File: config.mk
export PLATFORM = sky130hd
export DESIGN_NAME = muldiv_unit
export DESIGN_NICKNAME = d
export VERILOG_FILES = /design/src/rtl/muldiv_unit.sv
export SDC_FILE = /design/constraint.sdc
export NUM_CORES = 1
export LEC_CHECK = 0
export BUFFER_PORTS_ARGS = -buffer_cell sky130_fd_sc_hd__buf_2
export CAP_MARGIN = 5
export CORE_MARGIN = 2
export CORE_UTILIZATION = 43
export DETAILED_ROUTE_END_ITERATION = 10
export SLEW_MARGIN = 20
export SYNTH_ARGS = -nofsm -noshare
export SYNTH_HDL_FRONTEND = slang
export SYNTH_SLANG_ARGS = --single-unit
File: constraint.sdc
create_clock -name clk -period 7.5 [get_ports clk]
set_input_delay 0 -clock clk [delete_from_list [all_inputs] [get_ports clk]]
set_output_delay 0 -clock clk [all_outputs]
set_load 0.1 [all_outputs]
File: src/rtl/muldiv_unit.sv
// muldiv_unit: iterative RV32M multiply/divide unit, one bit per cycle.
//
// Ports
//   clk, rst        clock, synchronous active-high reset (rst overrides flush)
//   flush           abort any operation in flight; also blocks acceptance in IDLE
//   in_valid/ready  request handshake; in_ready is high only in IDLE
//   in_a, in_b, op  operands and funct3 (MUL,MULH,MULHSU,MULHU,DIV,DIVU,REM,REMU)
//   out_valid/ready result handshake; out_valid is high only in DONE
//   out             registered result, held until the next completed operation
//   busy            high while an operation is in CALC or DONE
//
// Operation flow: the accept edge latches raw operands and their signs. The first
// CALC cycle folds the operands to magnitudes (keeping negation off the input path)
// and resolves the divide special cases straight to DONE. Otherwise WIDTH step
// cycles follow, the last of which loads the sign-corrected result into out.
module muldiv_unit #(
  parameter int WIDTH = 32
) (
  input  logic             clk,
  input  logic             rst,
  input  logic             flush,
  input  logic             in_valid,
  output logic             in_ready,
  input  logic [WIDTH-1:0] in_a,
  input  logic [WIDTH-1:0] in_b,
  input  logic [2:0]       op,
  output logic             out_valid,
  input  logic             out_ready,
  output logic [WIDTH-1:0] out,
  output logic             busy
);

  localparam int CW = $clog2(WIDTH);
  localparam logic [WIDTH-1:0] MIN_NEG = {1'b1, {(WIDTH-1){1'b0}}};

  typedef enum logic [1:0] {IDLE, CALC, DONE} state_t;

  state_t               state, state_n;
  logic                 prep_q;
  logic [CW-1:0]        cnt;
  logic [WIDTH-1:0]     out_r;
  logic [2:0]           op_q;
  logic                 sa_q, sb_q;
  // hi:lo is the product register for multiply and remainder:quotient for divide.
  // mag holds the multiplicand or the divisor.
  logic [WIDTH-1:0]     hi, lo, mag;

  logic                 accept;
  logic                 sgn_a, sgn_b;
  logic                 special;
  logic [WIDTH-1:0]     special_res;
  logic [WIDTH:0]       mul_sum;
  logic [WIDTH:0]       shifted;
  logic [WIDTH:0]       diff;
  logic [WIDTH-1:0]     hi_n, lo_n;
  logic [2*WIDTH-1:0]   prod;
  logic [WIDTH-1:0]     final_res;

  function automatic logic [WIDTH-1:0] neg_if(input logic [WIDTH-1:0] v, input logic n);
    return n ? (~v + {{(WIDTH-1){1'b0}}, 1'b1}) : v;
  endfunction

  function automatic logic [2*WIDTH-1:0] neg2_if(input logic [2*WIDTH-1:0] v, input logic n);
    return n ? (~v + {{(2*WIDTH-1){1'b0}}, 1'b1}) : v;
  endfunction

  assign in_ready  = (state == IDLE);
  assign out_valid = (state == DONE);
  assign busy      = (state != IDLE);
  assign out       = out_r;
  assign accept    = in_valid && (state == IDLE) && !flush;

  // Signed rs1 for MULH, MULHSU, DIV, REM; signed rs2 for MULH, DIV, REM.
  assign sgn_a = (op == 3'b001) || (op == 3'b010) || (op == 3'b100) || (op == 3'b110);
  assign sgn_b = (op == 3'b001) || (op == 3'b100) || (op == 3'b110);

  // During the first CALC cycle lo/mag still hold the raw dividend/divisor.
  always_comb begin
    special     = 1'b0;
    special_res = '0;
    if (op_q[2]) begin
      if (mag == '0) begin
        special     = 1'b1;
        special_res = op_q[1] ? lo : '1;
      end else if (!op_q[0] && lo == MIN_NEG && mag == '1) begin
        special     = 1'b1;
        special_res = op_q[1] ? '0 : lo;
      end
    end
  end

  // One iteration step. The divide subtract is WIDTH+1 bits: because the partial
  // remainder is always below the divisor, shifted < 2*divisor, so the top bit of
  // the difference is set exactly when the subtraction borrows.
  always_comb begin
    mul_sum = lo[0] ? ({1'b0, hi} + {1'b0, mag}) : {1'b0, hi};
    shifted = {hi, lo[WIDTH-1]};
    diff    = shifted - {1'b0, mag};
    if (op_q[2]) begin
      hi_n = diff[WIDTH] ? shifted[WIDTH-1:0] : diff[WIDTH-1:0];
      lo_n = {lo[WIDTH-2:0], ~diff[WIDTH]};
    end else begin
      hi_n = mul_sum[WIDTH:1];
      lo_n = {mul_sum[0], lo[WIDTH-1:1]};
    end
    prod = neg2_if({hi_n, lo_n}, sa_q ^ sb_q);
    case (op_q)
      3'b000:                 final_res = prod[WIDTH-1:0];
      3'b001, 3'b010, 3'b011: final_res = prod[2*WIDTH-1:WIDTH];
      3'b100, 3'b101:         final_res = neg_if(lo_n, sa_q ^ sb_q);
      default:                final_res = neg_if(hi_n, sa_q);
    endcase
  end

  always_comb begin
    state_n = state;
    case (state)
      IDLE: if (accept) state_n = CALC;
      CALC: begin
        if (flush)                      state_n = IDLE;
        else if (prep_q && special)     state_n = DONE;
        else if (!prep_q && cnt == '0)  state_n = DONE;
      end
      DONE: if (flush || out_ready) state_n = IDLE;
      default: state_n = IDLE;
    endcase
  end

  always_ff @(posedge clk) begin
    if (rst) begin
      state  <= IDLE;
      prep_q <= 1'b0;
      cnt    <= '0;
      out_r  <= '0;
    end else begin
      state <= state_n;
      if (accept) begin
        prep_q <= 1'b1;
        cnt    <= CW'(WIDTH - 1);
      end else if (state == CALC && !flush) begin
        if (prep_q) begin
          prep_q <= 1'b0;
          if (special) out_r <= special_res;
        end else begin
          cnt <= cnt - CW'(1);
          if (cnt == '0) out_r <= final_res;
        end
      end
    end
  end

  always_ff @(posedge clk) begin
    if (accept) begin
      op_q <= op;
      sa_q <= sgn_a & in_a[WIDTH-1];
      sb_q <= sgn_b & in_b[WIDTH-1];
      hi   <= '0;
      lo   <= op[2] ? in_a : in_b;
      mag  <= op[2] ? in_b : in_a;
    end else if (state == CALC && !flush) begin
      if (prep_q) begin
        lo  <= neg_if(lo,  op_q[2] ? sa_q : sb_q);
        mag <= neg_if(mag, op_q[2] ? sb_q : sa_q);
      end else begin
        hi <= hi_n;
        lo <= lo_n;
      end
    end
  end

endmodule
* Word-level counts from Yosys, hierarchy flattened
Cells that the tools add are included.
Operators by class: add/subtract/negate cells 8, equal/unequal tests 19, muxes and demuxes 42, bitwise logic cells 11, reduce and logical (&&, ||, !) cells 33
Operator list (number):
- $mux 32 | 23
- $add 32x1->32 const B | 4
- $not 32->32 | 4
- $pmux 32 s3 | 1
- $add 64x1->64 const B | 1
- $eq 32x32->1 const B | 2
- $mux 64 | 1
- $not 64->64 | 1
- $add 32x32->33 | 1
- $mux 33 | 1
- $sub 33x32->33 | 1
- $logic_not 32->1 | 1
- $mux 5 | 3
- $eq 3x3->1 const B | 4
- $mux 2 | 5
- $reduce_bool 2->1 | 5
- $eq 3x2->1 const B | 3
- $ne 2x1->1 const B | 4
- $logic_and 1x1->1 | 7
- $mux 1 | 7
- $eq 3x1->1 const B | 2
- $logic_or 1x1->1 | 6
- $pmux 2 s3 | 1
- $reduce_and 2->1 | 3
- 16 further kinds | 22
Storage, ports and cells: bits in registers 141, logic and storage cells 123

* Depth between registers and ports, before layout
Gate-level depths: netlist of run 1.
depth after elaboration 10, gate-level depth with buffers 24

* Least setup slack after synthesis of run 1
OpenSTA, ideal clock, no wires.
path type register to register, start reg op_q[2], end reg mag[10], enable pin, library setup time 466 ps, arrival time 5132 ps, path slack 1902 ps, cell stages (with the launch flop) 10, buffers on the path 7, path through edfxtp_1 -> clkbuf_1 -> clkbuf_1 -> buf_1 -> buf_1 -> clkbuf_1 -> clkbuf_1 -> clkbuf_1 -> mux2i_1 -> o31ai_1
Between the ends: word-level cells in the longest chain between the ends 3
Ends and longest elaborated chain:
- from (decl) | line 42 | logic [2:0] op_q;
- from (signal assigned) | line 154 | op_q <= op;
- $mux 1 | line 163 | mag <= neg_if(mag, op_q[2] ? sb_q : sa_q);
- $reduce_bool 2->1 (no source line)
- $reduce_and 3->1 (no source line)
- to (signal assigned) | line 159 | mag <= op[2] ? in_b : in_a;
- to (signal assigned) | line 163
- to (decl) | line 46 | logic [WIDTH-1:0] hi, lo, mag;
No other way between the ends. A chain may end at the register's enable or synchronous reset.

* Worst setup path in the final report of run 1
start reg mag[17], end reg out_r[30] (netlist: out[30])
Between the ends: word-level cells in the longest chain between the ends 9
Ends and longest elaborated chain:
- $sub 33x32->33 or $add 32x32->33 (tied branches) | line 98, 96
- $mux 32 (tied with other cells) | line 100 | hi_n = diff[WIDTH] ? shifted[WIDTH-1:0] : diff[WIDTH-1:0];
- $mux 32 | line 99 | if (op_q[2]) begin
- $not 64->64 or $not 32->32 (tied branches) | line 64, 60
- $add 64x1->64 or $add 32x1->32 (tied branches) | line 64, 60
- $mux 64 or $mux 32 (tied branches) | line 64, 60
- $pmux 32 s3 | line 107 | case (op_q)
- $mux 32 | line 146 | if (cnt == '0) out_r <= final_res;
- $mux 32 | line 141 | if (prep_q) begin
- to (signal assigned) | line 143 | if (special) out_r <= special_res;
- to (signal assigned) | line 146
- to (decl) | line 41 | logic [WIDTH-1:0] out_r;
Parallel ways exist; a longest one is shown, timed or not. The select of a mux whose other input is x is not followed.

==> parameters.txt, run 1 <==
Parameter                              Value

Worst setup path
  Arrival time reported for the critical path endpoint    around 6900 ps
  Critical path's largest stage delay    slightly above 500 ps
  Critical path endpoint category    register
  Worst-path cell chain    inv_1 -> ha_1 -> nand4_1 -> nor3_1 -> nor4b_1 -> a21boi_2 -> or3_1 -> nand2_1 -> a21oi_1 -> ha_1 -> o221ai_1 -> nor3_1 -> and3_1 -> and2_1 -> a21oi_1 -> a311oi_1 -> nand4_1 -> o311a_1 -> a2111oi_1 -> o211ai_1 -> a31oi_1
  Element type at the critical path start    register
  Cell at the slowest stage of the critical path    edfxtp_1
  Critical path's top delay family    simple AND/OR/NAND/NOR gates
  Worst-path maximum fanout    8
  Critical path buffers and inverters    1
  Crit path kind    reg2reg
  Data required time at the worst endpoint    7880 ps

Logic synthesis
  Synth top cells by count    nand2_1 (192), o21ai_0 (179), nor2_1 (175)
  Share of async-settable or async-resettable flops after synthesis    0
  Seq/Total Area, Yosys    0.2153
  Post-synthesis share of cell area spent on full adders, half adders and majority gates    0.05690
  Largest area contributor in the netlist    edfxtp_1
  Post-Syn Area per Cell    between 7 and 8 um^2
  Cell area after technology mapping    around 16000 um^2
  Post-Synth Simple-Gate Area    0.2140
  Dominant combinational cell family by area after synthesis    compound AO/OA/AOI/OAI gates
  Most repeated cell in the gate-level netlist after synthesis    nand2_1
  Count of warnings emitted by yosys    0
  Multiplexer fraction of the synthesized cell area    0.07462
  Prevailing post-synth register cell    dfxtp_1
  Fraction of synthesized cell area taken by the top area cell type    0.1270
  Nets in the synthesized netlist    roughly 2300
  Xor and xnor area share after synthesis    0.08857
  Largest cells by area after synthesis    edfxtp_1 (13%), dfxtp_1 (8.8%), mux2i_1 (6.6%), xnor2_1 (5.5%), o21ai_0 (5.5%)
  Synth Area in Compound Gates    0.2956
  Synthesized instance count    between 2000 and 2500
  Number of distinct library cells after synthesis    98
  Register bit total from synthesis    about 140
  EDFF count, synth    69

Clocking
  Largest buffer count on any clock path    2
  Clock tree sinks    141
  Clock tree from TritonCTS    built
  Count of H-tree levels built during CTS    4
  PostCTS Resize Cnt    0
  CTS Buf Count    17
  Root Buffer Master    clkbuf_16
  Clock network latency to the later pin of the worst-skew pair    460 ps
  Clock-pin slew of the registers on the worst-case setup and hold paths    70 ps

STA
  Final setup fails    0
  Setup clock skew after layout    roughly 14 ps
  Relative slew margins    0.2237
  Crit share post-route    0.8726
  Tightest Pin Transition    ~1200 ps
  Timing-limited maximum frequency    ~150 MHz
  Final hold violation count    0
  Unrepaired setup endpoints after global routing    false
  Crit path time final    about 6500 ps
  Final Slew Violations    0
  Final TNS setup    0 ps

Floorplanning
  Die extent in y    198.8 um
  Std-Cell Core Area    roughly 37000 um^2
  Die footprint    between 30000 and 40000 um^2
  Floorplan die width    198.8 um
  Number of rows in the core area    71
  Top Ports    between 100 and 150
  Starting density of the core    0.4352

Finish
  Layout Utilization    0.4836
  Area Growth Syn to Fin    11.13%
  Layout Cells excl Fill    ~2700
  Layout fillers    3811
  Ratio of cells with drive above 1 in the final layout    0.1058
  Total area of multi-input combinational cells    between 10000 and 15000 um^2
  Total inserted antenna cells    0
  Post-layout nets    ~2300
  Register area    between 3000 and 4000 um^2

Global route
  Congestion Overflow GR    0
  Number of global-route vias before repair    around 17000
  Wire length of the first global-routing pass    between 100000 and 150000 um
  Number of antenna violations at the first check in global routing    1
  Largest net degree at the start of global routing    between 80 and 90
  Total global-route track usage    0.3587

Route
  Number of vias in the routed layout    ~18000
  Routed length per placed instance    between 20 and 30 um
  Remaining antenna violation count after routing    0
  Total iterations of the first detailed-routing run    5
  Initial DRC Count    2481
  DRC violations left    0
  Final routed wirelength across all metal layers    a little over 70000 um
  Average vias per placed instance    around 6.7

Min path
  Worst min-delay path class    in2reg

Place
  Cell Count Post-Placement    around 2700
  Placer's final routability congestion estimate    1.058
  Final HPWL from detailed placement    between 50000 and 60000 um
  Number of port buffers    roughly 110

Pwr
  Worst vdd ir    about 180 uV
  Pwr Density    182.4 nW/um^2
  Leakage Power    6.923 nW

Job
  Max-cap violations    0

Run status
  Outcome    finished clean
[where the power goes]
group	total, mW	switching, mW	leakage (nW)	internal, mW
Clock	0.855	0.368	0.289	0.487
Sequential	0.993	0.115	1.23	0.878
Combinational	1.46	0.968	5.40	0.492
[layer usage]
layer	routed length (um)	vias to the layer above	GRT usage
li1	-	8221	-
met4	3068	2	0.1542
met5	16	-	0
met1	30020	8706	0.4937
met3	7773	175	0.07765
met2	30560	1178	0.5390
[worst reg2reg max path, cell delays in order (launching register included)]
cell       delay (ps)
edfxtp_1          510
inv_1             110
ha_1              410
nand4_1           200
nor3_1            370
nor4b_1           390
a21boi_2          390
or3_1             220
nand2_1           300
a21oi_1           430
ha_1              280
o221ai_1          180
nor3_1            330
and3_1            420
and2_1            240
a21oi_1           120
a311oi_1          400
nand4_1           190
o311a_1           350
a2111oi_1         370
o211ai_1          120
a31oi_1           160
[area by class of cell]
cell class	instances	area share
clock inverters	9	0.003105
repair buffers	180	0.06528
inverters	67	0.01387
flip-flops and latches	141	0.1938
multi-input cells	1791	0.6599
clock buffers	23	0.02871
well taps	511	0.03526
[stage by stage]
stage	hold slack [ps]	total power [mW]	worst slack (ps)	instance area [um^2]
3_3_place_gp	209.1	2.386	1487	17170
5_1_grt	5.880	3.436	686.0	18130
3_5_place_dp	208.7	2.390	1227	17170
6_report	5.666	3.307	955.5	18130
2_1_floorplan	98.87	1.935	1902	16320
4_1_cts	0.4633	3.255	1192	18130
[registers in the layout, summed over array words and instances (netlist names), 2 cells and up]
register,cells
hi,32
lo,32
mag,32
out,32
cnt,5
op_q,3
state,2
[placed cells by master, fill, tap and decap left out, types with 51 or more instances in the layout]
cell type / instances
ha_1: 71
nor3_1: 73
buf_2: 105
edfxtp_1: 69
inv_1: 65
mux2i_1: 107
a211oi_1: 55
o21ai_0: 178
xnor2_1: 102
dfxtp_1: 71
nand3_1: 51
a21oi_1: 173
nand2_1: 192
nor2_1: 173
xor2_1: 61
[repair_timing]
action,4_1_cts,5_1_grt
hold endpoints to repair,25,0
hold buffers,38,0
buffers inserted,0,0
[final timing paths]
path | from | to | slack [ps] | depth (start not counted)
worst max-delay path | mag[17] | out[30] | 960 | 21
worst min-delay path | in_a[7] | mag[7] | 6 | 3
worst max register to register | mag[17] | out[30] | 960 | 21
worst min register to register | out[9] | out[9] | 490 | 2
[kinds of logic (layout without fill, tap and decap cells)]
logic type	Yosys count	in the layout
xor+xnor	165	165
buf+inv	229	279
flops	141	141
compound gates	726	726
simple gates	707	707
fa+ha+maj	73	73
mux	120	120
(Power assumes the default switching activity.)
==> run 2: changes to the inputs <==
ABC_AREA = 1   (was default)
SKIP_LAST_GASP = 1   (was default)
==> run 2 against run 1 <==
Synthesized area grew 10%; synthesized cell count grew 45%; worst setup slack gained 1300 ps; clock power grew 6.2%; largest power group unchanged; power grew 7.0%; final cell count grew 38%; utilization shrank 0.15 points; via count grew 22%.
==> parameters.txt, run 2 <==
Parameter                              Value

Floorplanning
  Number of rows in the core area    74 (+4.2%)
  Starting density of the core    0.4381 (+0.002845)
  Die footprint    43530 um^2 (+10%)
  Floorplan die width    208.6 um (+5.0%)
  Top Ports    107 (unchanged)
  Die extent in y    208.6 um (+5.0%)
  Std-Cell Core Area    41110 um^2 (+9.7%)

Worst setup path
  Critical path endpoint category    register
  Element type at the critical path start    register
  Worst-path maximum fanout    11 (+3)
  Most used cell along the critical path    nand2_1
  Cell at the slowest stage of the critical path    fa_1
  Crit path kind    reg2reg
  Data required time at the worst endpoint    7930 ps (+50 ps)
  Critical path's largest stage delay    410 ps (-100 ps)
  Arrival time reported for the critical path endpoint    5650 ps (-1280 ps)

Pwr
  Cell internal pwr    1.817 mW (-2.2%)
  Sw Pwr    1.722 mW (+19%)
  Pwr Density    178.6 nW/um^2 (-2.1%)
  Leakage Power    10.11 nW (+46%)
  Worst vdd ir    188.0 uV (+5.0%)
  Share of total power in the clock network    0.256 (-0.003)
  Combinational share of power    0.473 (+0.032)
  Switching portion of total power    0.4867 (+0.04813)
  Share of power burned in registers    0.270 (-0.030)

Place
  Final HPWL from detailed placement    71850 um (+31%)
  Number of port buffers    106 (unchanged)
  Placer's final routability congestion estimate    1.057 (about the same)

Clocking
  Clock tree from TritonCTS    built
  Clock tree sinks    141 (unchanged)
  Root Buffer Master    clkbuf_16
  Largest buffer count on any clock path    2 (unchanged)
  Clock-pin slew of the registers on the worst-case setup and hold paths    80 ps (about the same)
  CTS Buf Count    17 (unchanged)
  Clock network latency to the later pin of the worst-skew pair    510 ps (+50 ps)
  Setup repair bufs after CTS    0 (unchanged)
  Count of hold buffers inserted by post-cts repair    40 (+5.3%)
  PostCTS Resize Cnt    0 (unchanged)
  Count of H-tree levels built during CTS    4 (unchanged)

STA
  Timing-limited maximum frequency    191.5 MHz (+25%)
  Final Slew Violations    0 (unchanged)
  Unrepaired setup endpoints after global routing    false
  Final setup fails    0 (unchanged)
  Worst hold slack across all endpoints    10.29 ps (+4.619 ps)
  Relative slew margins    0.2518 (+0.02810)
  Final hold violation count    0 (unchanged)
  Final TNS setup    0 ps (unchanged)
  Tightest Pin Transition    1121 ps (-34.50 ps)
  Setup clock skew after layout    18.50 ps (+4.318 ps)
  Crit share post-route    0.6961 (-0.1765)
  Crit path time final    5221 ps (-1324 ps)

Logic synthesis
  Seq/Total Area, Yosys    0.1951 (-0.02024)
  Register bit total from synthesis    141 (unchanged)
  Most repeated cell in the gate-level netlist after synthesis    nand2_1
  Fraction of synthesized cell area taken by the top area cell type    0.2101 (+0.08311)
  Synthesized instance count    3140 (+45%)
  Count of warnings emitted by yosys    0 (unchanged)
  Nets in the synthesized netlist    3285 (+42%)
  Largest area contributor in the netlist    nand2_1
  EDFF count, synth    69 (unchanged)
  Post-Syn Area per Cell    5.735 um^2 (-24%)
  Cell area after technology mapping    18010 um^2 (+10%)
  Synth top cells by count    nand2_1 (1008), inv_1 (421), nor2_1 (285)
  Prevailing post-synth register cell    dfxtp_1
  Share of async-settable or async-resettable flops after synthesis    0 (unchanged)
  Number of distinct library cells after synthesis    64 (-35%)
  Largest cells by area after synthesis    nand2_1 (21%), edfxtp_1 (12%), inv_1 (8.8%), dfxtp_1 (8.0%), nand3_1 (6.9%)

Route
  Routed length per placed instance    23.37 um (-11%)
  Initial DRC Count    3246 (+31%)
  Number of vias in the routed layout    22290 (+22%)
  Final routed wirelength across all metal layers    88020 um (+23%)
  DRC violations left    0 (unchanged)
  Average vias per placed instance    5.918 (-12%)
  Total iterations of the first detailed-routing run    6 (+1)
  Remaining antenna violation count after routing    0 (unchanged)

Run status
  Outcome    finished clean

Global route
  Congestion Overflow GR    0 (unchanged)
  Number of global-route vias before repair    20040 (+21%)
  Number of antenna violations at the first check in global routing    2 (+1)
  Largest net degree at the start of global routing    76 (-14%)
  Wire length of the first global-routing pass    129400 um (+22%)
  Total global-route track usage    0.3997 (+0.04101)

Finish
  Area Growth Syn to Fin    10.07%
  Layout fillers    4527 (+19%)
  Post-layout nets    3366 (+44%)
  Most common library cell in the layout ignoring fill and taps    nand2_1
  Commonest cells after routing, fill and taps aside    nand2_1 (1008), inv_1 (420), nor2_1 (285), nand3_1 (249), o21ai_0 (218)
  Ratio of cells with drive above 1 in the final layout    0.09647 (-0.009360)

Job
  Max-cap violations    0 (unchanged)

Min path
  Worst min-delay path class    in2reg
==> run 2: cells by family (layout without fill, tap and decap cells) <==
family                     Yosys count  after routing  synth area share
AOI/OAI and AO/OA                  562            562            0.1782
xor gates and xnor gates            70             70           0.03404
adders and majority gates           73             73           0.05155
buffers and inverters              558            652            0.1261
DFF                                141            141            0.1951
muxes                                2              2          0.001181
other                                0              1                 0
and+or+nand+nor                   1734           1734            0.4138
==> run 2: through the flow <==
stage / total power [mW] / cells / util / setup WS, ps / area (um^2)
2_1_floorplan: 2.012 / 3140 / - / 3164 / 18010
3_5_place_dp: 2.563 / 3694 / 0.4581 / 2431 / 18830
4_1_cts: 3.482 / 3766 / 0.4821 / 2421 / 19820
6_report: 3.539 / 3767 / 0.4822 / 2279 / 19820
5_1_grt: 3.702 / 3766 / 0.4821 / 1826 / 19820
3_3_place_gp: 2.563 / 3694 / 0.4581 / 2627 / 18830
==> run 2: final timing paths <==
check	cells after the start	end	slack (ps)	from
worst max-delay path	34	out[22]	2280	lo[31]
worst min-delay path	5	lo[13]	10	in_a[13]
worst max register to register	34	out[22]	2280	lo[31]
worst min register to register	2	cnt[4]	520	cnt[4]
==> run 2: power groups by stage <==
stage	registers (mW)	clock network, mW	logic, mW
global route	0.960	0.935	1.81
CTS	0.952	0.911	1.62
floorplan	0.964	0	1.05
global placement	0.968	0	1.60
detailed placement	0.969	0	1.59
finish	0.957	0.908	1.67
==> run 2: final cells by class <==
class                           instances  area, um^2  area share
Inverter                              449        1688     0.08515
Tap cell                              532       665.6     0.03358
Multi-Input combinational cell       2441       12250      0.6178
Timing Repair Buffer                  171        1119     0.05643
Antenna cell                            1       2.502   0.0001262
Clock inverter                         14       158.9    0.008017
Sequential cell                       141        3513      0.1773
Clock buffer                           18       429.2     0.02165
==> run 2: per-layer routing <==
metal  vias to the layer above  global-route usage  part of all wire
met5                         -                   0                 0
met4                         0              0.1739             0.044
met3                       162             0.08792              0.12
met2                      1472              0.5755              0.40
met1                     10310              0.5701              0.43
li1                      10350                   -                 -
==> run 2: critical path: cells and delay by family (launching register included) <==
family / cells / cell delay [ps]
AO/OA/AOI/OAI: 1 / 130
XOR/XNOR: 1 / 130
adder cells (fa/ha/maj): 3 / 770
buffers and inverters: 4 / 440
flip-flops: 1 / 390
AND/OR/NAND/NOR: 25 / 3270
